**config.mk**
```make
export PLATFORM = sky130hd
export DESIGN_NAME = uart_cmd_ctrl_flat
export DESIGN_NICKNAME = d
export VERILOG_FILES = /design/src/rtl/uart_cmd_ctrl_if.sv /design/src/rtl/uart_cmd_ctrl.sv /design/src/flat_wrapper.sv
export SDC_FILE = /design/constraint.sdc
export NUM_CORES = 1
export LEC_CHECK = 0
export ABC_AREA = 0
export BUFFER_PORTS_ARGS = -buffer_cell sky130_fd_sc_hd__buf_2
export CAP_MARGIN = 20
export CORE_MARGIN = 5
export CORE_UTILIZATION = 53
export CTS_BUF_LIST = sky130_fd_sc_hd__clkbuf_4
export DETAILED_ROUTE_END_ITERATION = 12
export GPL_ROUTABILITY_DRIVEN = 0
export HOLD_SLACK_MARGIN = 0.15
export MAX_ROUTING_LAYER = met4
export PLACE_DENSITY_LB_ADDON = 0.08
export SLEW_MARGIN = 20
export SYNTH_ARGS = -nofsm -noshare
export SYNTH_HDL_FRONTEND = slang
export SYNTH_SLANG_ARGS = --single-unit
export TNS_END_PERCENT = 5
```
**constraint.sdc**
```tcl
create_clock -name clk -period 2.7 [get_ports clk]
set_input_delay 0.81 -clock clk [delete_from_list [all_inputs] [get_ports clk]]
set_output_delay 0.81 -clock clk [all_outputs]
set_load 0.01 [all_outputs]
```
**src/rtl/uart_cmd_ctrl_if.sv**
```systemverilog
// Byte-stream input and register-bank outputs of the UART command sequencer.
// The master side feeds received bytes; the slave side is the sequencer itself.
interface uart_cmd_ctrl_if #(
  parameter int NREG = 4
) ();
  logic [7:0]        rx_data;
  logic              rx_req;
  logic [8*NREG-1:0] regs;
  logic              wr_pulse;
  logic [7:0]        wr_addr;
  logic              busy;
  logic [7:0]        err_cnt;

  modport master (
    output rx_data, rx_req,
    input  regs, wr_pulse, wr_addr, busy, err_cnt
  );

  modport slave (
    input  rx_data, rx_req,
    output regs, wr_pulse, wr_addr, busy, err_cnt
  );
endinterface

```
**src/rtl/uart_cmd_ctrl.sv**
```systemverilog
// Parses SYNC/ADDR/DATA/CHK frames from the UART byte stream into a register bank.
// Malformed or stalled frames are dropped and counted in a saturating counter.
module uart_cmd_ctrl #(
  parameter logic [7:0] SYNC    = 8'hA5,
  parameter int         NREG    = 4,
  parameter int         TIMEOUT = 23440
) (
  input  logic            clk,
  input  logic            rst,
  uart_cmd_ctrl_if.slave  bus
);

  localparam int TW = $clog2(TIMEOUT);

  typedef enum logic [1:0] {IDLE, GET_ADDR, GET_DATA, GET_CHK} state_t;

  state_t            state_q;
  logic [TW-1:0]     timer_q;
  logic [7:0]        addr_q;
  logic [7:0]        data_q;
  logic [8*NREG-1:0] regs_q;
  logic              wr_pulse_q;
  logic [7:0]        wr_addr_q;
  logic              busy_q;
  logic [7:0]        err_cnt_q;

  logic timeout;
  logic frame_ok;

  function automatic logic [7:0] sat_inc(input logic [7:0] v);
    return (v == 8'hFF) ? v : v + 8'd1;
  endfunction

  // A byte arriving on the timeout cycle takes priority over the timeout.
  assign timeout  = (state_q != IDLE) && !bus.rx_req && (timer_q == TW'(TIMEOUT - 1));
  assign frame_ok = (bus.rx_data == 8'(addr_q + data_q)) && (int'(addr_q) < NREG);

  always_ff @(posedge clk or negedge rst) begin
    if (!rst) begin
      state_q    <= IDLE;
      timer_q    <= '0;
      addr_q     <= '0;
      data_q     <= '0;
      regs_q     <= '0;
      wr_pulse_q <= 1'b0;
      wr_addr_q  <= '0;
      busy_q     <= 1'b0;
      err_cnt_q  <= '0;
    end else begin
      wr_pulse_q <= 1'b0;

      if (bus.rx_req || state_q == IDLE || timeout)
        timer_q <= '0;
      else
        timer_q <= timer_q + 1'b1;

      if (timeout) begin
        state_q   <= IDLE;
        busy_q    <= 1'b0;
        err_cnt_q <= sat_inc(err_cnt_q);
      end else if (bus.rx_req) begin
        case (state_q)
          IDLE: begin
            if (bus.rx_data == SYNC) begin
              state_q <= GET_ADDR;
              busy_q  <= 1'b1;
            end
          end
          GET_ADDR: begin
            addr_q  <= bus.rx_data;
            state_q <= GET_DATA;
          end
          GET_DATA: begin
            data_q  <= bus.rx_data;
            state_q <= GET_CHK;
          end
          GET_CHK: begin
            state_q <= IDLE;
            busy_q  <= 1'b0;
            if (frame_ok) begin
              for (int i = 0; i < NREG; i++)
                if (addr_q == 8'(i)) regs_q[8*i +: 8] <= data_q;
              wr_addr_q  <= addr_q;
              wr_pulse_q <= 1'b1;
            end else begin
              err_cnt_q <= sat_inc(err_cnt_q);
            end
          end
          default: begin
            state_q <= IDLE;
            busy_q  <= 1'b0;
          end
        endcase
      end
    end
  end

  assign bus.regs     = regs_q;
  assign bus.wr_pulse = wr_pulse_q;
  assign bus.wr_addr  = wr_addr_q;
  assign bus.busy     = busy_q;
  assign bus.err_cnt  = err_cnt_q;

endmodule

```
**src/flat_wrapper.sv**
```systemverilog
// flat-port wrapper written by rule: the top's interface ports become plain ports
module uart_cmd_ctrl_flat 
#(
  parameter logic [7:0] SYNC    = 8'hA5,
  parameter int         NREG    = 4,
  parameter int         TIMEOUT = 23440
)
  (clk, rst, bus_rx_data, bus_rx_req, bus_regs, bus_wr_pulse, bus_wr_addr, bus_busy, bus_err_cnt);
  uart_cmd_ctrl_if #(.NREG(NREG)) bus_i ();
  input  logic clk;
  input  logic rst;
  input wire logic [$bits(bus_i.rx_data)-1:0] bus_rx_data;
  input wire logic [$bits(bus_i.rx_req)-1:0] bus_rx_req;
  output wire logic [$bits(bus_i.regs)-1:0] bus_regs;
  output wire logic [$bits(bus_i.wr_pulse)-1:0] bus_wr_pulse;
  output wire logic [$bits(bus_i.wr_addr)-1:0] bus_wr_addr;
  output wire logic [$bits(bus_i.busy)-1:0] bus_busy;
  output wire logic [$bits(bus_i.err_cnt)-1:0] bus_err_cnt;
  assign bus_i.rx_data = bus_rx_data;
  assign bus_i.rx_req = bus_rx_req;
  assign bus_regs = bus_i.regs;
  assign bus_wr_pulse = bus_i.wr_pulse;
  assign bus_wr_addr = bus_i.wr_addr;
  assign bus_busy = bus_i.busy;
  assign bus_err_cnt = bus_i.err_cnt;
  uart_cmd_ctrl #(.SYNC(SYNC), .NREG(NREG), .TIMEOUT(TIMEOUT)) u_core (.clk(clk), .rst(rst), .bus(bus_i));
endmodule
```
==> flow_metrics.py, run 1 <==
metrics = {
    "outcome": {
        "run_status": "complete, but fails checks",
        "violations": "negative setup slack",
    },
    "yosys": {
        "synth.net_count": 327,
        "synth_top_area_cell": "sky130_fd_sc_hd__dfrtp_1",
        "netlist_area_sq_mm": 0.00382,
        "ys_seq_area_share_pct": 54.4,
        "postSynthCellCount": 301,
        "postSynthAreaPerCell_sq_um": 12.7,
        "yosysWarningCount": 0,
        "proportion_of_synthesized_flip_flops_having_asynchronous_set_or_reset_pct": 100,
        "synth_top_cell_area_share_pct": 54.4,
        "yosys-top-cells-area": "sky130_fd_sc_hd__dfrtp_1, sky130_fd_sc_hd__mux2_2, sky130_fd_sc_hd__ha_1",
        "synth.ff_latch_count": 83,
        "synth_flop_cell": "sky130_fd_sc_hd__dfrtp_1",
        "yosysUniqueCellTypes": 40,
        "synth-edff-count": 0,
    },
    "pwr": {
        "p_seq_share_pct": 38.9,
        "report.power.total_mw": 4.10,
        "netSwitchingFraction_pct": 38.0,
        "comb_power_share_pct": 45.0,
        "vdd_drop_max_v": 0.000617,
        "total_leakage_power_nw": 2.40,
        "internal_power_mw": 2.54,
        "power_density_mw_per_mm2": 867,
        "power.share.clock_pct": 16.0,
        "power.net_switching_mw": 1.56,
    },
    "die": {
        "die_area_sq_mm": 0.00900,
        "io_pins": 61,
        "dieHeight_um": 94.9,
        "die_width_um": 94.9,
        "floorplan.rows": 31,
        "core_region_area_sq_mm": 0.00714,
        "start_util_pct": 53.5,
    },
    "clock_network": {
        "clk_pin_slew_ns": 0.14,
        "clk_latency_ns": 0.45,
        "root_buffer": "sky130_fd_sc_hd__clkbuf_4",
        "cts_max_path_buffers": 2,
        "cts-hold-fix-buffers": 0,
        "cts_tree": "yes",
        "ctsHtreeMaxLevel": 3,
        "cts_made_buffers": 9,
        "clock_sink_count": 83,
    },
    "sta": {
        "rsz0062_at_grt": "true",
        "clock-skew-final_ns": 0.0219,
        "report.final.setup_viol": 33,
        "fin_worst_hold_slack_ns": 0.311,
        "timing.final.hold_violations": 0,
        "slew_viol_final": 0,
        "tightest_slew_ns": 0.551,
        "fin_crit_sh_pct": 103,
        "slew_headroom_pct": 63.0,
        "timing.final.ws_setup_ns": -0.0924,
        "maxClockFrequency_mhz": 358,
        "final.setup.tns_ns": -1.85,
        "post-route-min-period_ns": 2.79,
    },
    "global_route": {
        "grt_first_pass_wirelength_um": 13300,
        "first_global_vias": 2721,
        "antenna_found_initial": 0,
        "gr-total-overflow": 0,
        "grt_max_degree": 50,
        "global_route.usage.total_pct": 19.8,
    },
    "drt": {
        "dr.pass1.iters": 4,
        "antenna_violating_nets_post_route": 0,
        "post-route-drc-count": 0,
        "detail_route.vias_per_cell": 5.19,
        "dr.first_iter.drc_count": 77,
        "avgRoutedWirePerCell_um": 15.3,
        "drt-total-wl_um": 7720,
        "detailroute.via_count": 2618,
    },
    "worst_setup_path": {
        "timing.reg2reg.setup_slack_ns": -0.09,
        "critPathLaunchType": "flop",
        "rr_startpoint": "u_core.data_q[0]",
        "critical_path_required_ns": 3.04,
        "ff2ff_path_depth": 10,
        "end_kind": "flop",
        "timing.rr.end": "u_core.bus.regs[3]",
        "critPathMaxFanout": 8,
        "worst-endpoint-arrival_ns": 3.13,
        "crit_type": "reg -> reg",
    },
    "hold_path": {
        "timing.hold.worst.class": "in -> async",
    },
    "finish": {
        "antenna_cells": 0,
        "fill_cell_count": 584,
        "final-seq-area_sq_mm": 0.00208,
        "layout.cells.non_filler": 504,
        "multi_input_area_sq_mm": 0.00181,
        "finish.instance_area_sq_mm": 0.00474,
        "flow.area_growth_from_synthesis_pct": 24.0,
        "layout.core_utilization_pct": 66.4,
        "proportion_of_layout_cells_with_a_drive_suffix_above_1_pct": 43.0,
        "fin_nets": 426,
    },
    "placement": {
        "dp_hpwl_um": 5720,
        "number_of_placed_cells_counting_well_taps": 486,
        "post-place-ws_ns": -0.241,
        "count_of_input_and_output_buffers": 60,
        "placed_cell_area_sq_mm": 0.00449,
    },
    "flow_run": {
        "timing.max_cap.violations": 0,
    },
}
## Yosys cell counts, types with 5 or more instances
cell                       instances
sky130_fd_sc_hd__a21oi_1          10
sky130_fd_sc_hd__mux2_2           51
sky130_fd_sc_hd__ha_1             14
sky130_fd_sc_hd__nand4_1           5
sky130_fd_sc_hd__o21ai_0           8
sky130_fd_sc_hd__clkbuf_1          5
sky130_fd_sc_hd__nand3_1           7
sky130_fd_sc_hd__nor2_1           16
sky130_fd_sc_hd__xnor2_1          15
sky130_fd_sc_hd__xor2_1           14
sky130_fd_sc_hd__and3_1            7
sky130_fd_sc_hd__nor2b_1           7
sky130_fd_sc_hd__dfrtp_1          83
sky130_fd_sc_hd__nand2_1          15
## cell families (layout without fill, tap and decap cells)
kind of cell,Yosys count,after routing,synth area share [%]
flip-flops,83,83,54.4
AND/OR/NAND/NOR,83,83,12.8
multiplexers,52,52,15.3
AO/OA/AOI/OAI,30,30,4.78
XOR/XNOR,29,29,6.65
adder cells (fa/ha/maj),15,15,5.11
buffers and inverters,9,113,0.917
## power by group through the flow
stage               combinational (mW)  sequential [mW]  clock, mW
global route                      2.05             1.63      0.745
CTS                               1.84             1.60      0.685
global placement                  1.73             1.62          0
finish                            1.85             1.60      0.657
floorplan                         1.08             1.63          0
detailed placement                1.75             1.62          0
## registers in the layout (all words and copies together), names as in the netlist
signal and flops:
u_core.bus.regs 32, u_core.timer_q 15, u_core.addr_q 8, u_core.bus.err_cnt 8, u_core.bus.wr_addr 8, u_core.data_q 8
u_core.state_q 2, u_core.bus.busy 1, u_core.bus.wr_pulse 1
## metal layers
layer  share of wire [%]  track usage, %  up-vias
li1                    -               -     1287
met1                  46            24.4     1279
met2                  49            31.9       41
met3                 3.7            5.02       11
met4                 1.3            6.61        0
met5                   0               -        -
## placed cells by master (no fill, tap or decap), drive strengths merged, types with 2 or more instances in the layout
cell type and count:
a31oi 2, buf 94, a21oi 10, nand2 15
and3 7, xor2 14, clkbuf 9, mux2 52
xnor2 15, dfrtp 83, nor4b 2, inv 8
nand4 5, nor2b 7, ha 14, nand3 8
or4bb 2, a21o 4, or3 3, o21ai 8
nor4 6, or4 2, nand3b 2, nor3 4
nor2 16
## final cells by class
type / instances / share of cell area [%]
Sequential cell: 83 / 43.9
Clock inverter: 7 / 1.16
Timing Repair Buffer: 94 / 12.5
Inverter: 3 / 0.238
Tap cell: 99 / 2.62
Clock buffer: 9 / 1.43
Multi-Input combinational cell: 209 / 38.2
## worst max-delay path: stages (launching register included)
cell                        delay, ns
sky130_fd_sc_hd__dfrtp_1         0.42
sky130_fd_sc_hd__ha_2            0.20
sky130_fd_sc_hd__fa_2            0.52
sky130_fd_sc_hd__xnor2_1         0.11
sky130_fd_sc_hd__nand2_1         0.08
sky130_fd_sc_hd__nor4_2          0.19
sky130_fd_sc_hd__o2111ai_2       0.20
sky130_fd_sc_hd__nor4_4          0.21
sky130_fd_sc_hd__nor3b_4         0.27
sky130_fd_sc_hd__buf_12          0.17
sky130_fd_sc_hd__mux2_4          0.30
## how the worst max path moves through the flow
stage                                start               endpoint  slack (ns)  depth (start not counted)
final                     u_core.data_q[0]     u_core.bus.regs[3]       -0.09                         10
after global routing      u_core.data_q[0]     u_core.bus.regs[1]       -0.22                         10
after CTS                 u_core.data_q[0]  u_core.bus.err_cnt[1]       -0.11                         11
after detailed placement  u_core.data_q[0]    u_core.bus.regs[11]       -0.24                         10
after global placement    u_core.data_q[0]    u_core.bus.regs[11]       -0.17                         10
after floorplan           u_core.data_q[0]     u_core.bus.regs[0]       -0.14                          9
## timing repair
item / 4_1_cts / 5_1_grt
setup endpoints to repair: 40 / 42
setup buffers: 2 / 0
resized for setup: 16 / 5
cloned: 0 / 0
pin swaps: 4 / 1
Note: power is estimated with default switching activity, not from simulation.
==> run 2, diff against run 1 <==
PLACE_DENSITY_LB_ADDON = 0.15   (was 0.08)
SLEW_MARGIN = 10   (was 20)
==> run 2 against run 1 <==
The flow still finishes with violations (negative setup slack); die area did not move; core utilization rose by 0.088 points; cell area rose by 0.13%; global-route usage fell by 0.48 points; sequential power barely moved; hold slack got worse by 0.041 ns; clock skew fell by 0.0035 ns; cell count rose by 0.40%; critical endpoint is now u_core.bus.err_cnt[1].
==> flow_metrics.py, run 2 (synthesized netlist as in run 1, its figures left out) <==
metrics = {
    "outcome": {
        "run_status": "complete, but fails checks",
        "violations": "negative setup slack",
    },
    "drt": {
        "antenna_violating_nets_post_route": 0,
        "dr.pass1.iters": 4,
        "post-route-drc-count": 0,
        "avgRoutedWirePerCell_um": 15.4,
        "dr.first_iter.drc_count": 115,
        "detailroute.via_count": 2682,
        "detail_route.vias_per_cell": 5.30,
        "drt-total-wl_um": 7780,
    },
    "worst_setup_path": {
        "critical_path_required_ns": 3.02,
        "rr_startpoint": "u_core.data_q[0]",
        "crit_start": "u_core.data_q[0]",
        "timing.rr.end": "u_core.bus.err_cnt[1]",
        "ff2ff_path_depth": 11,
        "critPathLaunchType": "flop",
        "timing.reg2reg.setup_slack_ns": -0.06,
        "end_kind": "flop",
        "crit_type": "reg -> reg",
        "worst-endpoint-arrival_ns": 3.08,
        "critPathMaxFanout": 7,
    },
    "sta": {
        "report.final.setup_viol": 22,
        "fin_crit_sh_pct": 102,
        "timing.final.ws_setup_ns": -0.0614,
        "tightest_slew_ns": 0.483,
        "post-route-min-period_ns": 2.76,
        "timing.final.hold_violations": 0,
        "maxClockFrequency_mhz": 362,
        "slew_viol_final": 0,
        "rsz0062_at_grt": "true",
        "clock-skew-final_ns": 0.0184,
        "slew_headroom_pct": 67.8,
        "final.setup.tns_ns": -0.866,
    },
    "clock_network": {
        "cts_max_path_buffers": 2,
        "root_buffer": "sky130_fd_sc_hd__clkbuf_4",
        "clock_sink_count": 83,
        "clk_pin_slew_ns": 0.14,
        "cts_tree": "yes",
        "cts_made_buffers": 9,
        "ctsHtreeMaxLevel": 3,
        "clk_latency_ns": 0.42,
    },
    "flow_run": {
        "timing.max_cap.violations": 0,
    },
    "global_route": {
        "grt_first_pass_wirelength_um": 13100,
        "global_route.usage.total_pct": 19.3,
        "gr-total-overflow": 0,
        "grt_max_degree": 40,
        "first_global_vias": 2707,
        "antenna_found_initial": 0,
    },
    "placement": {
        "count_of_input_and_output_buffers": 60,
        "dp_hpwl_um": 5690,
    },
    "finish": {
        "antenna_cells": 0,
        "fill_cell_count": 584,
        "final_common_cell": "sky130_fd_sc_hd__dfrtp_1",
        "fin_nets": 428,
        "layout.cells.most_common_list": "sky130_fd_sc_hd__dfrtp_1, sky130_fd_sc_hd__buf_2, sky130_fd_sc_hd__mux2_2, sky130_fd_sc_hd__buf_4, sky130_fd_sc_hd__nor2_1",
        "layout.core_utilization_pct": 66.4,
        "flow.area_growth_from_synthesis_pct": 24.2,
        "largest_register_ff_count": 32,
        "proportion_of_layout_cells_with_a_drive_suffix_above_1_pct": 43.5,
    },
    "die": {
        "floorplan.rows": 31,
        "core_region_area_sq_mm": 0.00714,
        "dieHeight_um": 94.9,
        "die_area_sq_mm": 0.00900,
        "io_pins": 61,
        "die_width_um": 94.9,
        "start_util_pct": 53.5,
    },
    "pwr": {
        "total_leakage_power_nw": 2.42,
        "power_density_mw_per_mm2": 887,
        "vdd_drop_max_v": 0.000724,
    },
    "hold_path": {
        "timing.hold.worst.class": "in -> async",
    },
}
run 2: layer usage:
layer,global-route usage (%),part of all wire [%],vias up
met5,-,0,-
met4,6.85,1.0,0
met3,3.43,3.4,10
met2,30.4,50,54
met1,25.3,46,1329
li1,-,-,1289
run 2: how the worst max path moves through the flow:
| stage | endpoint | cells past startpoint | slack [ns] |
|---|---|---|---|
| 2_1_floorplan | u_core.bus.regs[0] | 9 | -0.14 |
| 3_3_place_gp | u_core.bus.regs[11] | 10 | -0.17 |
| 3_5_place_dp | u_core.bus.regs[11] | 10 | -0.27 |
| 4_1_cts | u_core.bus.regs[5] | 10 | -0.14 |
| 5_1_grt | u_core.bus.err_cnt[2] | 12 | -0.21 |
| 6_report | u_core.bus.err_cnt[1] | 11 | -0.06 |
run 2: stage by stage:
| stage | total power, mW | setup WS [ns] | area, sq um | hold slack [ns] | std cells |
|---|---|---|---|---|---|
| final | 4.21 | -0.0614 | 4740 | 0.270 | 506 |
| after floorplan | 2.70 | -0.141 | 3830 | 0.425 | 301 |
| after global placement | 3.32 | -0.169 | 4490 | 0.437 | 486 |
| after CTS | 4.09 | -0.136 | 4670 | 0.263 | 503 |
| after detailed placement | 3.35 | -0.270 | 4490 | 0.449 | 486 |
| after global routing | 4.50 | -0.209 | 4740 | 0.270 | 506 |
run 2: cell type report:
cell class	instances	area, sq um	share of cell area [%]
clock buffer	10	75.1	1.58
multi-input combinational	209	1790	37.7
tap	99	124	2.61
clock inverter	6	63.8	1.35
inverter	3	11.3	0.237
timing repair buffer	96	602	12.7
sequential	83	2080	43.8
run 2: worst max-delay path, stage by stage, from the launching register on:
cell and delay, ns:
sky130_fd_sc_hd__dfrtp_1 0.41, sky130_fd_sc_hd__ha_2 0.20, sky130_fd_sc_hd__fa_2 0.53, sky130_fd_sc_hd__xnor2_1 0.11, sky130_fd_sc_hd__nand2_1 0.08, sky130_fd_sc_hd__nor4_2 0.18, sky130_fd_sc_hd__o2111ai_2 0.19, sky130_fd_sc_hd__buf_4 0.19
sky130_fd_sc_hd__nor4_4 0.24, sky130_fd_sc_hd__buf_4 0.19, sky130_fd_sc_hd__nor3_2 0.06, sky130_fd_sc_hd__mux2_2 0.28
run 2: power by group:
part	leakage [nW]	internal (mW)	switching (mW)	total, mW
combinational	1.23	0.937	0.944	1.88
clock	0.0744	0.293	0.426	0.719
sequential	1.11	1.43	0.177	1.61
run 2: what timing repair did:
action	4_1_cts	5_1_grt
endpoints found under the setup margin	37	42
gates resized for setup	5	10
hold buffers	0	0
endpoints found under the hold margin	0	0
pin swaps	1	2
setup buffers	1	3
